===== src/rtl/clint_access_master.sv =====
// rtl/clint_access_master.sv - AXI4 initiator for CLINT mtime/mtimecmp/msip access
module clint_access_master #(
    parameter int          AXI_ADDR_WIDTH = 64,
    parameter int          AXI_DATA_WIDTH = 64,
    parameter int          AXI_ID_WIDTH   = 6,
    parameter int          NR_CORES       = 1,
    parameter logic [63:0] CLINT_BASE     = 64'h0200_0000,
    localparam int         HW             = (NR_CORES > 1) ? $clog2(NR_CORES) : 1
) (
    input  logic                        aclk,
    input  logic                        aresetn,

    input  logic                        cmd_valid_i,
    output logic                        cmd_ready_o,
    input  logic [1:0]                  cmd_op_i,
    input  logic [HW-1:0]               cmd_hart_i,
    input  logic [63:0]                 cmd_wdata_i,
    output logic                        rsp_valid_o,
    input  logic                        rsp_ready_i,
    output logic [63:0]                 rsp_data_o,
    output logic                        rsp_err_o,

    output logic [AXI_ID_WIDTH-1:0]     m_axi_clint_awid,
    output logic [AXI_ADDR_WIDTH-1:0]   m_axi_clint_awaddr,
    output logic [7:0]                  m_axi_clint_awlen,
    output logic [2:0]                  m_axi_clint_awsize,
    output logic [1:0]                  m_axi_clint_awburst,
    output logic                        m_axi_clint_awvalid,
    input  logic                        m_axi_clint_awready,

    output logic [AXI_DATA_WIDTH-1:0]   m_axi_clint_wdata,
    output logic [AXI_DATA_WIDTH/8-1:0] m_axi_clint_wstrb,
    output logic                        m_axi_clint_wlast,
    output logic                        m_axi_clint_wvalid,
    input  logic                        m_axi_clint_wready,

    input  logic [AXI_ID_WIDTH-1:0]     m_axi_clint_bid,
    input  logic [1:0]                  m_axi_clint_bresp,
    input  logic                        m_axi_clint_bvalid,
    output logic                        m_axi_clint_bready,

    output logic [AXI_ID_WIDTH-1:0]     m_axi_clint_arid,
    output logic [AXI_ADDR_WIDTH-1:0]   m_axi_clint_araddr,
    output logic [7:0]                  m_axi_clint_arlen,
    output logic [2:0]                  m_axi_clint_arsize,
    output logic [1:0]                  m_axi_clint_arburst,
    output logic                        m_axi_clint_arvalid,
    input  logic                        m_axi_clint_arready,

    input  logic [AXI_ID_WIDTH-1:0]     m_axi_clint_rid,
    input  logic [AXI_DATA_WIDTH-1:0]   m_axi_clint_rdata,
    input  logic [1:0]                  m_axi_clint_rresp,
    input  logic                        m_axi_clint_rlast,
    input  logic                        m_axi_clint_rvalid,
    output logic                        m_axi_clint_rready
);

    typedef enum logic [2:0] {IDLE, WRITE, WAIT_B, READ, WAIT_R, RESP} state_t;

    localparam logic [AXI_ADDR_WIDTH-1:0] BASE       = CLINT_BASE[AXI_ADDR_WIDTH-1:0];
    localparam logic [AXI_ADDR_WIDTH-1:0] CMP_BASE   = BASE + AXI_ADDR_WIDTH'(64'h4000);
    localparam logic [AXI_ADDR_WIDTH-1:0] MTIME_ADDR = BASE + AXI_ADDR_WIDTH'(64'hBFF8);
    localparam logic [HW:0]               NRC        = (HW+1)'(NR_CORES);

    state_t                    state;
    logic                      aw_done, w_done;
    logic [AXI_ADDR_WIDTH-1:0] hart_ext, msip_addr, cmp_addr;
    logic                      hart_bad, set_bit;
    logic                      aw_fire, w_fire, aw_next, w_next;
    logic [63:0]               msip_wdata;
    logic                      unused_inputs;

    assign hart_ext   = AXI_ADDR_WIDTH'(cmd_hart_i);
    assign msip_addr  = BASE + (hart_ext << 2);
    assign cmp_addr   = CMP_BASE + (hart_ext << 3);
    assign hart_bad   = {1'b0, cmd_hart_i} >= NRC;
    assign set_bit    = (cmd_op_i == 2'b10);
    // msip is a 32-bit register: odd harts live in the upper lane of the 64-bit bus
    assign msip_wdata = msip_addr[2] ? {31'b0, set_bit, 32'b0} : {63'b0, set_bit};

    assign aw_fire = m_axi_clint_awvalid && m_axi_clint_awready;
    assign w_fire  = m_axi_clint_wvalid && m_axi_clint_wready;
    assign aw_next = aw_done || aw_fire;
    assign w_next  = w_done || w_fire;

    assign m_axi_clint_awid    = '0;
    assign m_axi_clint_awlen   = 8'd0;
    assign m_axi_clint_awburst = 2'b01;
    assign m_axi_clint_wlast   = 1'b1;
    assign m_axi_clint_arid    = '0;
    assign m_axi_clint_araddr  = MTIME_ADDR;
    assign m_axi_clint_arlen   = 8'd0;
    assign m_axi_clint_arsize  = 3'd3;
    assign m_axi_clint_arburst = 2'b01;

    assign unused_inputs = ^{m_axi_clint_bid, m_axi_clint_rid, m_axi_clint_rlast};

    always_ff @(posedge aclk) begin
        if (!aresetn) begin
            state               <= IDLE;
            cmd_ready_o         <= 1'b1;
            rsp_valid_o         <= 1'b0;
            rsp_data_o          <= '0;
            rsp_err_o           <= 1'b0;
            aw_done             <= 1'b0;
            w_done              <= 1'b0;
            m_axi_clint_awaddr  <= '0;
            m_axi_clint_awsize  <= '0;
            m_axi_clint_awvalid <= 1'b0;
            m_axi_clint_wdata   <= '0;
            m_axi_clint_wstrb   <= '0;
            m_axi_clint_wvalid  <= 1'b0;
            m_axi_clint_bready  <= 1'b0;
            m_axi_clint_arvalid <= 1'b0;
            m_axi_clint_rready  <= 1'b0;
        end else begin
            case (state)
                IDLE: begin
                    if (cmd_valid_i && cmd_ready_o) begin
                        cmd_ready_o <= 1'b0;
                        aw_done     <= 1'b0;
                        w_done      <= 1'b0;
                        if (hart_bad) begin
                            state       <= RESP;
                            rsp_valid_o <= 1'b1;
                            rsp_err_o   <= 1'b1;
                            rsp_data_o  <= '0;
                        end else if (cmd_op_i == 2'b00) begin
                            state               <= READ;
                            m_axi_clint_arvalid <= 1'b1;
                        end else begin
                            state               <= WRITE;
                            m_axi_clint_awvalid <= 1'b1;
                            m_axi_clint_wvalid  <= 1'b1;
                            if (cmd_op_i == 2'b01) begin
                                m_axi_clint_awaddr <= cmp_addr;
                                m_axi_clint_awsize <= 3'd3;
                                m_axi_clint_wdata  <= cmd_wdata_i;
                                m_axi_clint_wstrb  <= 8'hFF;
                            end else begin
                                m_axi_clint_awaddr <= msip_addr;
                                m_axi_clint_awsize <= 3'd2;
                                m_axi_clint_wdata  <= msip_wdata;
                                m_axi_clint_wstrb  <= msip_addr[2] ? 8'hF0 : 8'h0F;
                            end
                        end
                    end
                end
                WRITE: begin
                    // AW and W complete independently, in either order
                    if (aw_fire) begin
                        m_axi_clint_awvalid <= 1'b0;
                        aw_done             <= 1'b1;
                    end
                    if (w_fire) begin
                        m_axi_clint_wvalid <= 1'b0;
                        w_done             <= 1'b1;
                    end
                    if (aw_next && w_next) begin
                        state              <= WAIT_B;
                        m_axi_clint_bready <= 1'b1;
                    end
                end
                WAIT_B: begin
                    if (m_axi_clint_bvalid) begin
                        state              <= RESP;
                        m_axi_clint_bready <= 1'b0;
                        rsp_valid_o        <= 1'b1;
                        rsp_err_o          <= (m_axi_clint_bresp != 2'b00);
                        rsp_data_o         <= '0;
                    end
                end
                READ: begin
                    if (m_axi_clint_arready) begin
                        state               <= WAIT_R;
                        m_axi_clint_arvalid <= 1'b0;
                        m_axi_clint_rready  <= 1'b1;
                    end
                end
                WAIT_R: begin
                    if (m_axi_clint_rvalid) begin
                        state              <= RESP;
                        m_axi_clint_rready <= 1'b0;
                        rsp_valid_o        <= 1'b1;
                        rsp_err_o          <= (m_axi_clint_rresp != 2'b00);
                        rsp_data_o         <= m_axi_clint_rdata[63:0];
                    end
                end
                RESP: begin
                    if (rsp_ready_i) begin
                        state       <= IDLE;
                        rsp_valid_o <= 1'b0;
                        cmd_ready_o <= 1'b1;
                    end
                end
                default: state <= IDLE;
            endcase
        end
    end

endmodule


===== config.mk =====
export PLATFORM = sky130hd
export DESIGN_NAME = clint_access_master
export DESIGN_NICKNAME = d
export VERILOG_FILES = /design/src/rtl/clint_access_master.sv
export SDC_FILE = /design/constraint.sdc
export NUM_CORES = 1
export LEC_CHECK = 0
export ABC_CLOCK_PERIOD_IN_PS = 1700
export BUFFER_PORTS_ARGS = -buffer_cell sky130_fd_sc_hd__buf_2
export CORE_AREA = 2 2 182 184
export DETAILED_ROUTE_END_ITERATION = 6
export DIE_AREA = 0 0 184 186
export GPL_ROUTABILITY_DRIVEN = 1
export GPL_TIMING_DRIVEN = 0
export SYNTH_ARGS = -nofsm -noshare
export SYNTH_HDL_FRONTEND = slang
export SYNTH_SLANG_ARGS = --single-unit

===== constraint.sdc =====
create_clock -name aclk -period 1.7 [get_ports aclk]
set_input_delay 0.34 -clock aclk [delete_from_list [all_inputs] [get_ports aclk]]
set_output_delay 0.34 -clock aclk [all_outputs]
set_load 0.1 [all_outputs]

# Word level (Yosys, flattened, before mapping)
# Index checks and enable logic that the tools add are counted.
totals:
  out_inout_bits: 311
  reg_bits: 216
  rom_bits: 0
  ramBits: 0
  latch_bits: 0
  n_memories: 0
  input_bits: 157
op_classes:
  shift: 0
  add_sub_neg: 2
  eq_ne: 19
  mul: 0
  div_mod_pow: 0
  bitwise_logic: 2
  n_mux: 54
  reduce_logical: 29
  order_cmp: 1
op_table:
  columns: ["op", "count"]
  rows:
  - ["64-bit two-way mux", 5]
  - ["64-bit one-hot mux with 3 select lines", 1]
  - ["33-bit two-way mux", 1]
  - ["26-bit by 3-bit adder with 27-bit output, first input constant", 1]
  - ["26-bit by 4-bit adder with 27-bit output, first input constant", 1]
  - ["27-bit two-way mux", 1]
  - ["1-bit two-way mux", 25]
  - ["2-bit inequality test, second input constant", 12]
  - ["3-bit two-way mux", 7]
  - ["5-bit AND reduction", 4]
  - ["3-bit one-hot mux with 6 select lines", 1]
  - ["8-bit two-way mux", 2]
  - ["1-bit one-hot mux with 2 select lines", 8]
  - ["3-bit AND reduction", 5]
  - ["2-bit nonzero test", 7]
  - ["6-bit AND reduction", 2]
  - ["3-bit by 2-bit == test with 1-bit output, second input constant", 2]
  - ["3-bit == test, second input constant", 2]
  - ["1-bit logical AND", 4]
  - ["1-bit one-hot mux with 4 select lines", 1]
  - ["4-bit AND reduction", 1]
  - ["4-bit nonzero test", 1]
  - ["3-bit by 1-bit == test with 1-bit output, second input constant", 1]
  - ["3-bit logical NOT", 1]
  - ["other kinds (9)", 11]

# Longest topological paths before layout
# Gate-level depths: netlist of the first run.
depth:
  depth_word: 5
  ltp_mapped: 7
  depth_no_buf: 4

# Least setup slack after synthesis of the first run
# No wires, ideal clock.
synth_path:
  path_type: "reg2reg"
  startpoint: "register cmd_ready_o"
  endpoint: "register m_axi_clint_wdata[10]"
  path_buffers: 3
  t_required_ps: 1582
  setup_slack_ps: -705
  arrival_time_ps: 2288
  path_stages_with_launch: 8
  setup_ps: 118
  cell_sequence: "dfxtp_1 -> and3b_1 -> clkbuf_1 -> nand3_1 -> and2_1 -> buf_2 -> clkbuf_1 -> a22o_1"
synth_via:
  elab_chain_len: 2
synth_lines:
  columns: ["item", "line_no", "rtl"]
  rows:
  - ["start: declaration", "14", "output logic cmd_ready_o,"]
  - ["start signal: assignment", "101", "cmd_ready_o <= 1'b1;"]
  - ["start signal: assignment", "120", "cmd_ready_o <= 1'b0;"]
  - ["start signal: assignment", "193", "cmd_ready_o <= 1'b1;"]
  - ["1-bit logical AND", "119", "if (cmd_valid_i && cmd_ready_o) begin"]
  - ["4-bit AND reduction (no line)", null, null]
  - ["end signal: assignment", "138", "m_axi_clint_wdata <= cmd_wdata_i;"]
  - ["end signal: assignment", "143", "m_axi_clint_wdata <= msip_wdata;"]
  - ["end: declaration", "31", "output logic [AXI_DATA_WIDTH-1:0] m_axi_clint_wdata,"]
# Every way passes these cells.
# A chain may end at the register's enable or synchronous reset.

# Worst setup path after layout of the first run
layout_path:
  startpoint: "register state[1]"
  endpoint: "register rsp_data_o[13]"
layout_via:
  elab_chain_len: 3
layout_lines:
  columns: ["item", "line_no", "rtl"]
  rows:
  - ["start: declaration", "65", "state_t state;"]
  - ["start signal: assignment", "100", "state <= IDLE;"]
  - ["start signal: assignment", "124", "state <= RESP;"]
  - ["start signal: assignment", "129", "state <= READ;"]
  - ["3-bit == test, or another cell as far along", "117", "case (state)"]
  - ["2-bit inequality test (no line) / 3-bit nonzero test (equally long branches)", null, null]
  - ["5-bit AND reduction (no line)", null, null]
  - ["end signal: assignment", "186", "rsp_data_o <= m_axi_clint_rdata[63:0];"]
  - ["end: declaration", "20", "output logic [63:0] rsp_data_o,"]
# Parallel ways exist; a longest one is shown, timed or not.

==> flow_summary.yaml, run 1 <==
critical_path:
  cp-start-kind: "flip-flop"
  critPathLaunch: "state[1]$_SDFFE_PN0P_"
  cp_cell_sequence: "buf_6, o21bai_1, a222oi_1, nand2_1, buf_12, buf_12, mux2i_1"
  crit_path_end_kind: "flip-flop"
  path_max_fanout: 10
  worstPathArrival_ps: 2100
  reg2reg_setup_slack_ps: -90
  worst-path-stages: 7
  r2r_cells: 7
  worstSetupPathType: "flip-flop to flip-flop"
  slowest_delay_ps: 380
  r2r-end: "rsp_data_o[13]$_SDFFE_PN0P_"
  cp.required_ps: 2010
  path_common_cell: "buf_12"
  cp_top_family: "compound AO/OA/AOI/OAI gates"
  reg2reg_from: "state[1]$_SDFFE_PN0P_"
  crit_buf_inv: 3
  cp_slowest_cell: "a222oi_1"
  cp-endpoint: "rsp_data_o[13]$_SDFFE_PN0P_"
clock_tree:
  clk_pin_slew_ps: 70
  cts.sinks: 147
  numCtsBuffers: 17
  clk_latency_ps: 430
  clock_path_buffers: 2
  cts_tree: "done"
  cts_max_level: 4
  cts_root_buf: "clkbuf_16"
power:
  seqPwrFrac_pct: 32.7
  leakagePower_uw: 0.00555
  intPower_uw: 6430
  ir_drop_mv: 0.634
  switchingPower_uw: 4530
  pwr-share-clk_pct: 34.5
  p_sw_share_pct: 41.3
  p_comb_share_pct: 32.8
  power_density_nw_per_um2: 1080
global_routing:
  antenna_found_initial: 2
  grt_max_degree: 17
  first_global_vias: 5626
  grt_pass1_wl_um: 31500
  gr-total-overflow: 0
  grt_use_total_pct: 12.3
final_layout:
  final_cells: 1613
  final_nets: 1348
  fin_util_pct: 31.6
  nFillCells: 3449
  area_delta_synth_final_pct: 52.2
  drive_above_1_share_pct: 46.0
floorplanning:
  pin_count: 468
  core-area_um2: 32200
  rows: 66
  die_h_um: 186
  initial_core_util_pct: 20.8
  die_x_um: 184
  die_area_um2: 34200
synth:
  synthTopCellsByArea: "dfxtp_1 (44%), buf_4 (19%), mux2i_1 (9.7%)"
  async_flop_share_pct: 0
  synthFlopType: "dfxtp_1"
  yosys_warnings: 0
  synth_common_cells: "buf_4 (170), dfxtp_1 (147), nand2_1 (135), mux2i_1 (65), a22o_1 (63)"
  synth.most_common_cell: "buf_4"
  yosysSeqAreaShare_pct: 44.0
  synth.distinct_cells: 39
  synth_edf_count: 0
  synth_largest_area_cell: "dfxtp_1"
  netlist_instances: 713
  synth_top_area_share_pct: 44.0
  synth_seq_cells: 147
  synth_area_um2: 6690
  syn_avg_cell_area_um2: 9.39
route:
  routedWlPerCell_um: 13.7
  wirelength_um: 22200
  vias: 6010
  drt_iter0_markers: 136
  remaining_drc_errors: 0
  ant_nets: 0
  routed_via_density: 3.73
  first_pass_iters: 4
placement:
  portBuffers: 292
  dp_hpwl_um: 17100
  gp_congestion: 0.787
  post-place-ws_ps: -1060
  place_inst: 1572
outcome:
  outcome: "finished with violations"
  violations: "setup timing"
job:
  maxCapViolCount: 0
sta:
  rsz0062_at_grt: "yes"
  slew_headroom_pct: 51.1
  holdWs_ps: 121
  clock_skew_ps: 11.7
  fmax_mhz: 559
  finalHoldViolCount: 0
  slew_viol_final: 0
  period_needed_ps: 1790
  finalWorstSetupSlack_ps: -90.0
  finalSetupViolCount: 123
  period_share_pct: 105
  setup-tns-final_ps: -5120
  tightestPinTransition_ps: 734
hold_path:
  hold_class: "input pin to flip-flop"
==> how the worst min path moves through the flow <==
stage	start	to	slack, ps	cells after the start
after CTS	cmd_wdata_i[59]	m_axi_clint_wdata[59]$_SDFFE_PN0P_	80	2
after global routing	cmd_wdata_i[61]	m_axi_clint_wdata[61]$_SDFFE_PN0P_	90	2
after global placement	rsp_valid_o$_SDFFE_PN0P_	rsp_valid_o$_SDFFE_PN0P_	440	2
final	cmd_wdata_i[61]	m_axi_clint_wdata[61]$_SDFFE_PN0P_	120	2
after detailed placement	rsp_valid_o$_SDFFE_PN0P_	rsp_valid_o$_SDFFE_PN0P_	440	2
after floorplan	cmd_wdata_i[10]	m_axi_clint_wdata[10]$_SDFFE_PN0P_	470	1
==> through the flow <==
step,power (µW),cell area (µm²)
2_1_floorplan,6670,7420
3_3_place_gp,7110,9400
3_5_place_dp,7120,9400
4_1_cts,11100,10100
5_1_grt,11400,10200
6_report,11000,10200
==> state kept, by name, summed over array words and instances, names as in the netlist, 2 cells and up <==
name / flops
m_axi_clint_wstrb: 2
rsp_data_o: 64
state: 3
m_axi_clint_awaddr: 3
m_axi_clint_wdata: 64
==> kinds of logic after synthesis <==
| logic type | after synthesis | synth area share, % |
|---|---|---|
| mux | 65 | 9.72 |
| buf+inv | 216 | 22.5 |
| flops | 147 | 44.0 |
| compound gates | 105 | 12.4 |
| other cells | 2 | 0.112 |
| simple gates | 178 | 11.3 |
==> area by class of cell <==
type                       instances  area, µm²  share of cell area [%]
inverter                           4       15.0                   0.147
buffer                           211       1680                    16.5
sequential                       147       2960                    29.0
clock buffer                      18        429                    4.21
tap                              408        510                    5.01
antenna                            1       2.50                  0.0246
clock inverter                    14        144                    1.41
timing repair buffer             301       1580                    15.5
multi-input combinational        509       2870                    28.2
==> cells in the final DEF (no fill, tap or decap), drive strengths merged, types with 2 or more instances in the layout <==
cell type  Yosys  layout
a21boi         3       3
conb           2     161
nand2b         2       2
o221a          2       2
nor2           9       9
nand2        135     135
mux2i         65      65
o21a           5       5
and2           2       2
or4            2       2
nand3          4       4
and3           9       9
nor2b          5       5
a22o          63      63
buf          191     486
nor3b          2       2
or2            2       2
dfxtp        147     147
clkinvlp       0       4
a31oi          2       2
nor3           2       2
clkinv         0       2
nand3b         2       2
a21oi         12      12
inv            4      11
clkbuf        21      44
o21ai          9       9
==> power by group through the flow <==
stage,sequential [µW],combinational [µW],clock [µW]
6_report,3580,3600,3780
3_5_place_dp,3660,3460,0
4_1_cts,3580,3580,3960
5_1_grt,3590,3740,4090
2_1_floorplan,4180,2490,0
3_3_place_gp,3650,3460,0
==> routing by layer <==
layer  GRT usage, %  part of all wire, %
met3           5.36                   11
met1           12.9                   38
met2           22.1                   50
met5              0                0.054
met4           4.03                  1.2
==> worst reg2reg max path, stage by stage (launching register included) <==
cell and delay, ps:
dfxtp_4 360, buf_6 120, o21bai_1 150, a222oi_1 380, nand2_1 180, buf_12 190
buf_12 170, mux2i_1 120
==> timing repair <==
item | in CTS | in global routing
endpoints found under the hold margin | 0 | 0
resized for setup | 38 | 11
pin swaps | 2 | 1
gates cloned | 0 | 1
setup buffers | 7 | 1
hold buffers | 0 | 0
endpoints found under the setup margin | 146 | 131
Note: power is estimated with default switching activity, not from simulation.
==> run 2: changes to the inputs <==
- PLACE_DENSITY: unset -> 0.54
==> flow_summary.yaml, run 2 (synthesis results as in run 1) <==
sta:
  finalHoldViolCount: 0
  slew_headroom_pct: 54.1
  period_needed_ps: 1810
  fmax_mhz: 552
  holdWs_ps: 121
  clock_skew_ps: 12.8
  period_share_pct: 107
  slew_viol_final: 0
  finalWorstSetupSlack_ps: -111
  tightestPinTransition_ps: 688
  rsz0062_at_grt: "yes"
  finalSetupViolCount: 100
  setup-tns-final_ps: -3150
route:
  routedWlPerCell_um: 13.4
  ant_nets: 0
  drt_iter0_markers: 162
  first_pass_iters: 4
  routed_via_density: 3.69
  wirelength_um: 21700
  vias: 5967
  remaining_drc_errors: 0
final_layout:
  final_area_um2: 10200
  final_cell_mix: "buf_2 (285), buf_4 (180), conb_1 (161)"
  nFillCells: 3497
  final_nets: 1353
  largestRegisters: "m_axi_clint_wdata x64, rsp_data_o x64"
  area_delta_synth_final_pct: 53.0
  layout_commonest_cell: "buf_2"
  final_cells: 1618
  drive_above_1_share_pct: 46.4
clock_tree:
  cts_tree: "done"
  clk_latency_ps: 430
  cts_max_level: 4
  clk_pin_slew_ps: 70
  cts_root_buf: "clkbuf_16"
  cts.sinks: 147
  clock_path_buffers: 2
  numCtsBuffers: 17
global_routing:
  grt_use_total_pct: 12.0
  first_global_vias: 5568
  gr-total-overflow: 0
  grt_pass1_wl_um: 30800
  grt_max_degree: 17
  antenna_found_initial: 2
placement:
  portBuffers: 292
  dpl-instance-area_um2: 9400
  dp_hpwl_um: 16700
  gp_congestion: 0.784
  place_inst: 1572
floorplanning:
  die_h_um: 186
  initial_core_util_pct: 20.8
  die_x_um: 184
  rows: 66
  pin_count: 468
  die_area_um2: 34200
  core-area_um2: 32200
power:
  power_density_nw_per_um2: 1080
  total_power_uw: 11000
  ir_drop_mv: 0.632
  leakagePower_uw: 0.00556
job:
  maxCapViolCount: 0
outcome:
  violations: "setup timing"
  outcome: "finished with violations"
critical_path:
  worstSetupPathType: "flip-flop to flip-flop"
  cp-start-kind: "flip-flop"
  worstPathArrival_ps: 2130
  cp.required_ps: 2020
  crit_path_end_kind: "flip-flop"
  path_max_fanout: 6
hold_path:
  hold_class: "input pin to flip-flop"
## run 2: changes by cell type in the layout (fill, tap and decap cells not counted), sizes merged
cell    delta
buf        +1
bufinv     +1
clkbuf     +4
clkinv     -1
## run 2: area by class of cell
| type | count | area (µm²) | share of cell area, % |
|---|---|---|---|
| Tap cell | 408 | 510 | 4.98 |
| Antenna cell | 1 | 2.50 | 0.0244 |
| Sequential cell | 147 | 2960 | 28.9 |
| Timing Repair Buffer | 306 | 1620 | 15.8 |
| Clock buffer | 18 | 429 | 4.19 |
| Buffer | 211 | 1650 | 16.1 |
| Inverter | 4 | 15.0 | 0.147 |
| Multi-Input combinational cell | 509 | 2890 | 28.2 |
| Clock inverter | 14 | 168 | 1.64 |
## run 2: per-stage QoR
stage	setup WS, ps	util, %
finish	-111	31.8
global route	-218	31.8
CTS	-116	31.6
detailed placement	-838	29.2
global placement	-793	29.2
floorplan	-5.30	-
## run 2: metal layers
layer / vias to the layer above / wire (µm) / GRT usage (%)
li1: 3050 / - / -
met1: 2606 / 8530 / 13.2
met2: 302 / 10600 / 21.0
met3: 9 / 2320 / 4.95
met4: 0 / 210 / 3.58
met5: - / 0 / 0
## run 2: path summary, 6_finish.rpt
| check | to | start | slack, ps | depth (start not counted) |
|---|---|---|---|---|
| hold reg to reg | rsp_valid_o$_SDFFE_PN0P_ | rsp_valid_o$_SDFFE_PN0P_ | 450 | 2 |
| setup reg to reg | rsp_data_o[63]$_SDFFE_PN0P_ | state[1]$_SDFFE_PN0P_ | -110 | 8 |
| hold / removal | m_axi_clint_wdata[31]$_SDFFE_PN0P_ | cmd_wdata_i[31] | 120 | 2 |
| setup / recovery | rsp_data_o[63]$_SDFFE_PN0P_ | state[1]$_SDFFE_PN0P_ | -110 | 8 |
## run 2: timing repair
action,4_1_cts,5_1_grt
buffers inserted,11,3
cloned,0,2
hold endpoints to repair,0,0
pin swaps,4,4
hold buffers,0,0
endpoints found under the setup margin,142,135
gates resized for setup,33,14
## run 2: critical path, cell delays in order (launching register included)
cell	delay [ps]
dfxtp_2	320
buf_6	110
o21bai_1	140
a222oi_1	390
nand2_1	190
buf_12	190
buf_12	140
buf_6	110
mux2i_1	100
## run 2: power breakdown
part	internal [µW]	switching (µW)	leakage, µW	total (µW)
combinational	827	2750	0.00409	3580
sequential	3530	54.6	0.00119	3580
clock	2210	1660	0.000280	3880
